[src/rtl/fifo_ser_pkg.sv]
// -----------------------------------------------------------------------------
// fifo_ser_pkg
// Shared types and default sizes for the FIFO word serializer slice.
//   ser_state_t : serializer FSM states (idle / sending a held word)
//   SER_WORD_W  : default FIFO word width
//   SER_BYTE_W  : default output byte width
//   SER_CNT_W   : default completed-word counter width
// -----------------------------------------------------------------------------
package fifo_ser_pkg;

    typedef enum logic {
        SER_IDLE = 1'b0,
        SER_SEND = 1'b1
    } ser_state_t;

    localparam int SER_WORD_W = 32;
    localparam int SER_BYTE_W = 8;
    localparam int SER_CNT_W  = 16;

endpackage : fifo_ser_pkg

[src/rtl/fifo_word_serializer_if.sv]
// -----------------------------------------------------------------------------
// fifo_word_serializer_if
// Bundles the FIFO show-ahead read port and the byte-stream valid/ready port.
//   fifo_data  : FIFO head word (valid while fifo_empty = 0)
//   fifo_empty : FIFO empty flag
//   fifo_read  : pop strobe toward the FIFO
//   out_data   : current output byte
//   out_valid  : output byte valid
//   out_ready  : consumer accepts the byte
//   out_last   : byte is the final lane of its word
//   out_parity : even-parity bit of out_data (only with FIFO_SER_PARITY_EN)
// modport master : the serializer side
// modport slave  : the FIFO + consumer side
// Optional feature macro: FIFO_SER_PARITY_EN
// -----------------------------------------------------------------------------
interface fifo_word_serializer_if
    import fifo_ser_pkg::*;
#(
    parameter int WORD_W = SER_WORD_W,
    parameter int BYTE_W = SER_BYTE_W
);
    logic [WORD_W-1:0] fifo_data;
    logic              fifo_empty;
    logic              fifo_read;
    logic [BYTE_W-1:0] out_data;
    logic              out_valid;
    logic              out_ready;
    logic              out_last;
`ifdef FIFO_SER_PARITY_EN
    logic              out_parity;
`endif

    modport master (
        input  fifo_data, fifo_empty, out_ready,
`ifdef FIFO_SER_PARITY_EN
        output out_parity,
`endif
        output fifo_read, out_data, out_valid, out_last
    );

    modport slave (
        output fifo_data, fifo_empty, out_ready,
`ifdef FIFO_SER_PARITY_EN
        input  out_parity,
`endif
        input  fifo_read, out_data, out_valid, out_last
    );

endinterface : fifo_word_serializer_if

[src/rtl/fifo_word_serializer.sv]
// -----------------------------------------------------------------------------
// fifo_word_serializer
// Drains words from a show-ahead FIFO and emits them as a byte stream, least
// significant byte first, at up to one byte per cycle with no bubble between
// consecutive words.
//   clock      : rising-edge clock
//   reset      : synchronous active-high reset
//   clear      : synchronous flush, same cycle as the FIFO clear
//   bus        : fifo_word_serializer_if.master (FIFO read port + byte stream)
//   busy       : a word is held (same as out_valid)
//   word_count : saturating count of fully transmitted words
// Optional feature macro: FIFO_SER_PARITY_EN adds bus.out_parity = ^out_data.
// -----------------------------------------------------------------------------
module fifo_word_serializer
    import fifo_ser_pkg::*;
#(
    parameter int WORD_W = SER_WORD_W,
    parameter int BYTE_W = SER_BYTE_W,
    parameter int CNT_W  = SER_CNT_W
) (
    input  logic                  clock,
    input  logic                  reset,
    input  logic                  clear,
    fifo_word_serializer_if.master bus,
    output logic                  busy,
    output logic [CNT_W-1:0]      word_count
);

    localparam int LANES = WORD_W / BYTE_W;
    localparam int IDX_W = (LANES > 1) ? $clog2(LANES) : 1;

    ser_state_t        state_q, state_d;
    logic [IDX_W-1:0]  idx_q;
    logic [WORD_W-1:0] hold_q;
    logic              sending;
    logic              last_lane;
    logic              load;

    assign sending   = (state_q == SER_SEND);
    // Gated by state so out_last reads 0 while idle even though idx is stale.
    assign last_lane = sending && (idx_q == IDX_W'(LANES - 1));

    // NOTE: every always_comb output gets a default first so no path leaves it
    // unassigned; otherwise synthesis infers a latch.
    always_comb begin
        state_d = state_q;
        load    = 1'b0;
        unique case (state_q)
            SER_IDLE: begin
                if (!reset && !clear && !bus.fifo_empty) begin
                    load    = 1'b1;
                    state_d = SER_SEND;
                end
            end
            SER_SEND: begin
                // Final-lane handshake: chain straight into the next word if
                // one is waiting, which is what keeps the stream bubble-free.
                if (bus.out_ready && last_lane) begin
                    if (!reset && !clear && !bus.fifo_empty) begin
                        load = 1'b1;
                    end else begin
                        state_d = SER_IDLE;
                    end
                end
            end
            default: state_d = SER_IDLE;
        endcase
    end

    // NOTE: sequential state uses non-blocking assignments so every register
    // samples pre-edge values regardless of statement order.
    always_ff @(posedge clock) begin
        if (reset || clear) begin
            state_q    <= SER_IDLE;
            idx_q      <= '0;
            // NOTE: the word register is cleared so a flushed word can never
            // reappear on out_data; it is a single register, not a memory.
            hold_q     <= '0;
            word_count <= '0;
        end else begin
            state_q <= state_d;
            if (load) begin
                hold_q <= bus.fifo_data;
                idx_q  <= '0;
            end else if (sending && bus.out_ready && !last_lane) begin
                idx_q <= idx_q + IDX_W'(1);
            end
            if (sending && bus.out_ready && last_lane && (word_count != '1)) begin
                word_count <= word_count + 1'b1;
            end
        end
    end

    assign bus.fifo_read = load;
    assign bus.out_valid = sending;
    assign bus.out_last  = last_lane;
    assign bus.out_data  = sending ? hold_q[idx_q*BYTE_W +: BYTE_W] : '0;
    assign busy          = sending;

`ifdef FIFO_SER_PARITY_EN
    // Set when out_data has an odd number of ones, making the 9-bit group even.
    assign bus.out_parity = ^bus.out_data;
`endif

endmodule : fifo_word_serializer
[src/flat_wrapper.sv]
// flat-port wrapper written by rule: the top's interface ports become plain ports
module fifo_word_serializer_flat import fifo_ser_pkg::*;
#(
    parameter int WORD_W = SER_WORD_W,
    parameter int BYTE_W = SER_BYTE_W,
    parameter int CNT_W  = SER_CNT_W
)
  (clock, reset, clear, busy, word_count, bus_fifo_data, bus_fifo_empty, bus_out_ready, bus_fifo_read, bus_out_data, bus_out_valid, bus_out_last);
  fifo_word_serializer_if #(.WORD_W(WORD_W), .BYTE_W(BYTE_W)) bus_i ();
  input  logic clock;
  input  logic reset;
  input  logic clear;
  output logic busy;
  output logic [CNT_W-1:0] word_count;
  input wire logic [$bits(bus_i.fifo_data)-1:0] bus_fifo_data;
  input wire logic [$bits(bus_i.fifo_empty)-1:0] bus_fifo_empty;
  input wire logic [$bits(bus_i.out_ready)-1:0] bus_out_ready;
  output wire logic [$bits(bus_i.fifo_read)-1:0] bus_fifo_read;
  output wire logic [$bits(bus_i.out_data)-1:0] bus_out_data;
  output wire logic [$bits(bus_i.out_valid)-1:0] bus_out_valid;
  output wire logic [$bits(bus_i.out_last)-1:0] bus_out_last;
  assign bus_i.fifo_data = bus_fifo_data;
  assign bus_i.fifo_empty = bus_fifo_empty;
  assign bus_i.out_ready = bus_out_ready;
  assign bus_fifo_read = bus_i.fifo_read;
  assign bus_out_data = bus_i.out_data;
  assign bus_out_valid = bus_i.out_valid;
  assign bus_out_last = bus_i.out_last;
  fifo_word_serializer #(.WORD_W(WORD_W), .BYTE_W(BYTE_W), .CNT_W(CNT_W)) u_core (.clock(clock), .reset(reset), .clear(clear), .bus(bus_i), .busy(busy), .word_count(word_count));
endmodule
[config.mk]
export PLATFORM = sky130hd
export DESIGN_NAME = fifo_word_serializer_flat
export DESIGN_NICKNAME = d
export VERILOG_FILES = /design/src/rtl/fifo_ser_pkg.sv /design/src/rtl/fifo_word_serializer_if.sv /design/src/rtl/fifo_word_serializer.sv /design/src/flat_wrapper.sv
export SDC_FILE = /design/constraint.sdc
export NUM_CORES = 1
export LEC_CHECK = 0
export BUFFER_PORTS_ARGS = -buffer_cell sky130_fd_sc_hd__buf_2
export CORE_MARGIN = 1
export CORE_UTILIZATION = 40
export DETAILED_ROUTE_END_ITERATION = 8
export PLACE_DENSITY = 0.71
export SLEW_MARGIN = 5
export SYNTH_ARGS = -nofsm -noshare
export SYNTH_HDL_FRONTEND = slang
export SYNTH_SLANG_ARGS = --single-unit
[constraint.sdc]
create_clock -name clock -period 2.4 [get_ports clock]
set_input_delay 0.24 -clock clock [delete_from_list [all_inputs] [get_ports clock]]
set_output_delay 0.24 -clock clock [all_outputs]
set_load 0.005 [all_outputs]
After elaboration in Yosys (flattened, before gate mapping) --
Cells that the tools add are included.
Storage, ports and cells: register bits 51, input bits 37, output and inout bits 28, word-level logic and storage cells 30
Cells by class: add/subtract/negate cells 2, eq/ne operators 2, shifts and indexed selects 1, muxes and demuxes 6, bitwise logic cells 1, reduce and logical (&&, ||, !) cells 14
Operators with widths (count):
- 32-bit by 6-bit indexed part select with 8-bit output | 1
- 16-bit by 1-bit adder with 16-bit output (second input constant) | 1
- 16-bit != test (second input constant) | 1
- 1-bit logical AND | 8
- 8-bit 2-to-1 mux | 1
- 1-bit logical NOT | 4
- 1-bit case mux with 2 select lines | 2
- 1-bit 2-to-1 mux | 3
- 2-bit by 1-bit adder with 2-bit output (second input constant) | 1
- 2-bit equality test (second input constant) | 1
- 2-bit OR reduction | 1
- 1-bit logical OR | 1
- 1-bit inverter | 1

Logic depth before layout (Yosys ltp) --
depth in word-level cells 7, mapped depth 7, mapped depth without buffers 5

Least setup slack after synthesis --
No wires, ideal clock.
kind register -> register, start register u_core.idx_q[0], end register u_core.word_count[11], setup time 0.071 ns, arrival time 1.723 ns, required time 2.329 ns, setup slack 0.607 ns, stages on the path, launching flop included 7, buffers on the path 1, period minus slack after synthesis 1.793 ns, cell sequence dfxtp_1 ha_1 nand4_1 or3_1 buf_2 or4_1 a21oi_1
On the way: longest elaborated chain between the ends 4
Ends and longest elaborated chain:
- from (decl) | RTL line fifo_word_serializer.sv:33 | logic [IDX_W-1:0] idx_q;
- from (signal assigned) | RTL line fifo_word_serializer.sv:86 | idx_q <= idx_q + IDX_W'(1);
- 2-bit equality test | RTL line fifo_word_serializer.sv:41 | assign last_lane = sending && (idx_q == IDX_W'(LANES - 1));
- 1-bit logical AND | RTL line fifo_word_serializer.sv:41
- 1-bit logical AND (2 in series) | RTL line fifo_word_serializer.sv:88 | if (sending && bus.out_ready && last_lane && (word_count != '1)) begin
- to (signal assigned) | RTL line fifo_word_serializer.sv:89 | word_count <= word_count + 1'b1;
- to (decl) | RTL line fifo_word_serializer.sv:26 | output logic [CNT_W-1:0] word_count
Every way passes these cells. A chain may end at the register's enable or synchronous reset.

Final worst setup path --
start register u_core.idx_q[1], end output bus_fifo_read
On the way: longest elaborated chain between the ends 5
Ends and longest elaborated chain:
- 2-bit equality test | RTL line fifo_word_serializer.sv:41
- 1-bit logical AND | RTL line fifo_word_serializer.sv:41
- 1-bit logical AND | RTL line fifo_word_serializer.sv:58 | if (bus.out_ready && last_lane) begin
- 1-bit 2-to-1 mux | RTL line fifo_word_serializer.sv:58
- 1-bit case mux with 2 select lines | RTL line fifo_word_serializer.sv:48 | unique case (state_q)
- to (decl) | RTL line flat_wrapper.sv:18 | output wire logic [$bits(bus_i.fifo_read)-1:0] bus_fifo_read;
Every way passes these cells.

==> impl_metrics.py <==
metrics = {
    "power_and_ir_drop": {
        "power_density_nw_per_um2": 531,
        "ir_drop_uv": 380,
        "leakagePower_nw": 1.13,
    },
    "sta": {
        "period_share_pct": 91.7,
        "slew_headroom_pct": 65.7,
        "hold_slack_ns": 0.112,
        "hold_viol_final": 0,
        "tightest_slew_ns": 0.514,
        "clock.fmax_mhz": 454,
        "rsz0062_at_grt": "false",
        "finClkSkew_ns": 0.0148,
        "period_needed_ns": 2.20,
        "slew_violations": 0,
        "setup_tns_ns": 0,
        "setup_violations": 0,
    },
    "synthesis": {
        "yosysSeqAreaShare_pct": 44.1,
        "synth.most_common_cell": "nand2_1",
        "yosysWarnings": 0,
        "synthCells": 277,
        "avgSynthCellArea_um2": 8.37,
        "syn_nets": 316,
        "ys.flop_type": "dfxtp_1",
        "async_reset_ff_share_pct": 0,
        "synth_top_area_share_pct": 44.1,
        "synth.area.top_cells": "dfxtp_1, nand2_1, o21ai_0",
        "syn_area_um2": 2320,
        "ys_ff_latch": 51,
        "synth_cell_types": 30,
        "synth.largest_area_cell": "dfxtp_1",
        "ys_top_cells_by_count": "nand2_1, dfxtp_1, o21ai_0, a21oi_1, clkbuf_1",
        "synth_edf_count": 0,
    },
    "cells_and_area": {
        "antenna_cells": 0,
        "area.growth.synth_to_final_pct": 21.7,
        "drive_gt1_share_pct": 27.0,
        "nets": 375,
    },
    "place": {
        "gp_congestion": 0.804,
        "dp_hpwl_mm": 3.64,
        "numPortBuffers": 64,
    },
    "setup_path": {
        "arrival_ns": 1.96,
        "crit_required_ns": 2.16,
        "slowest_delay_ns": 0.36,
        "startpoint_type": "flop",
        "worstRegToRegCells": 5,
        "cp_slowest_cell": "a211oi_4",
        "reg2reg_to": "u_core.word_count[13]",
        "r2r_slack_ns": 0.43,
        "path_cells": "ha_1 -> nand3_1 -> a211oi_4 -> buf_12 -> buf_2",
        "endpoint_kind": "output port",
        "critPathKind": "reg2out",
        "r2r-start": "u_core.idx_q[1]",
        "cp_max_fo": 67,
    },
    "clocking": {
        "root_buffer": "clkbuf_8",
        "cts_tree": "done",
        "max-clock-path-buffers": 2,
        "cts_setup_buffers": 0,
        "htreeDepth": 2,
        "clock_latency_ns": 0.31,
        "clk_pin_slew_ns": 0.11,
        "cts.repair.resized": 0,
        "clkSinkCount": 51,
        "cts_buffers": 5,
        "ctsHoldBuffers": 0,
    },
    "global_route": {
        "antenna_found_initial": 0,
        "overflow": 0,
        "grt_pass1_vias": 1876,
        "grt_max_degree": 68,
        "global_route.usage.total_pct": 17.5,
        "grt_pass1_wl_mm": 8.57,
    },
    "floorplan": {
        "die_w_um": 78.1,
        "pin_count": 65,
        "die_h_um": 78.1,
        "fp-row-count": 27,
        "core_area_um2": 5540,
        "dieArea_um2": 6100,
        "start_util_pct": 41.8,
    },
    "routing": {
        "ant_nets": 0,
        "drt-total-wl_mm": 5.21,
        "viasPerCell": 5.28,
        "first_pass_iters": 4,
        "drc": 0,
        "dr_total_vias": 2161,
        "wl_per_cell_um": 12.7,
        "drtIter0Drc": 106,
    },
    "worst_hold_path": {
        "min_path_cells": 3,
        "holdPathEnd": "u_core.hold_q[15]",
        "min_from": "bus_fifo_data[15]",
        "min_path_type": "in2reg",
    },
    "run_status": {
        "status": "completed",
    },
    "job": {
        "cap_violations": 0,
    },
}
## final cells by class
type                    count  area [µm²]
inverters                   2        7.51
clock buffers               5        68.8
clock inverters             3        26.3
fillers                   560        2720
well taps                  72        90.1
repair buffers             71         385
multi-input cells         205        1220
flip-flops and latches     51        1020
## per-stage QoR
step | worst slack (ns) | std cells | power, mW | util [%] | cell area [µm²]
after global placement | 0.531 | 401 | 0.996 | 49.2 | 2720
after detailed placement | 0.480 | 401 | 0.998 | 49.2 | 2720
after floorplan | 0.607 | 277 | 0.946 | - | 2320
after CTS | 0.192 | 409 | 1.52 | 50.9 | 2820
after global routing | 0.0207 | 409 | 1.57 | 50.9 | 2820
final | 0.199 | 409 | 1.50 | 50.9 | 2820
## worst max-delay path: cells and delay by family, from the launching register on
kind                     cells  cell delay (ns)
AO/OA/AOI/OAI                1             0.36
adder cells (fa/ha/maj)      1             0.22
buffers and inverters        2             0.43
flip-flops                   1             0.35
AND/OR/NAND/NOR              1             0.29
## how the worst max path moves through the flow
stage                         start                     to  slack [ns]  cells after the start
finish              u_core.idx_q[1]          bus_fifo_read        0.20                      5
floorplan           u_core.idx_q[0]  u_core.word_count[11]        0.61                      6
global route        u_core.idx_q[0]          bus_fifo_read        0.02                      5
detailed placement  u_core.idx_q[0]  u_core.word_count[13]        0.48                      5
CTS                 u_core.idx_q[0]          bus_fifo_read        0.19                      5
global placement    u_core.idx_q[0]  u_core.word_count[11]        0.53                      5
## power breakdown
group / internal (mW) / switching [mW] / total (mW)
sequential: 0.867 / 0.0101 / 0.877
combinational: 0.0480 / 0.0531 / 0.101
clock: 0.215 / 0.305 / 0.520
total: 1.13 / 0.368 / 1.50
## sequential cells by signal (all words and copies together), names as in the netlist
| name | cells |
|---|---|
| u_core.word_count | 16 |
| u_core.hold_q | 32 |
| u_core.idx_q | 2 |
| u_core.bus.out_valid | 1 |
## logic make-up after synthesis
family | synth area share, %
flip-flops | 44.1
buffers and inverters | 3.94
XOR/XNOR | 0.378
adder cells (fa/ha/maj) | 1.08
multiplexers | 8.21
AND/OR/NAND/NOR | 26.9
AO/OA/AOI/OAI | 15.4
## metal layers
| layer | vias up | part of all wire (%) | global-route usage [%] |
|---|---|---|---|
| met1 | 985 | 48 | 23.6 |
| met2 | 62 | 46 | 27.9 |
| met5 | - | 0 | 0 |
| met3 | 5 | 5.4 | 4.30 |
| li1 | 1109 | - | - |
| met4 | 0 | 0.79 | 4.44 |
## cell usage in the layout, fill, tap and decap left out, types with 6 or more instances in the layout
| master | count |
|---|---|
| a21oi_1 | 13 |
| and2_1 | 9 |
| buf_2 | 64 |
| buf_4 | 6 |
| dfxtp_1 | 51 |
| mux4_2 | 8 |
| nand2_1 | 71 |
| nand3_1 | 7 |
| nand4_1 | 7 |
| o21ai_0 | 39 |
| or3_1 | 7 |
Power figures use the tool's default switching activity.
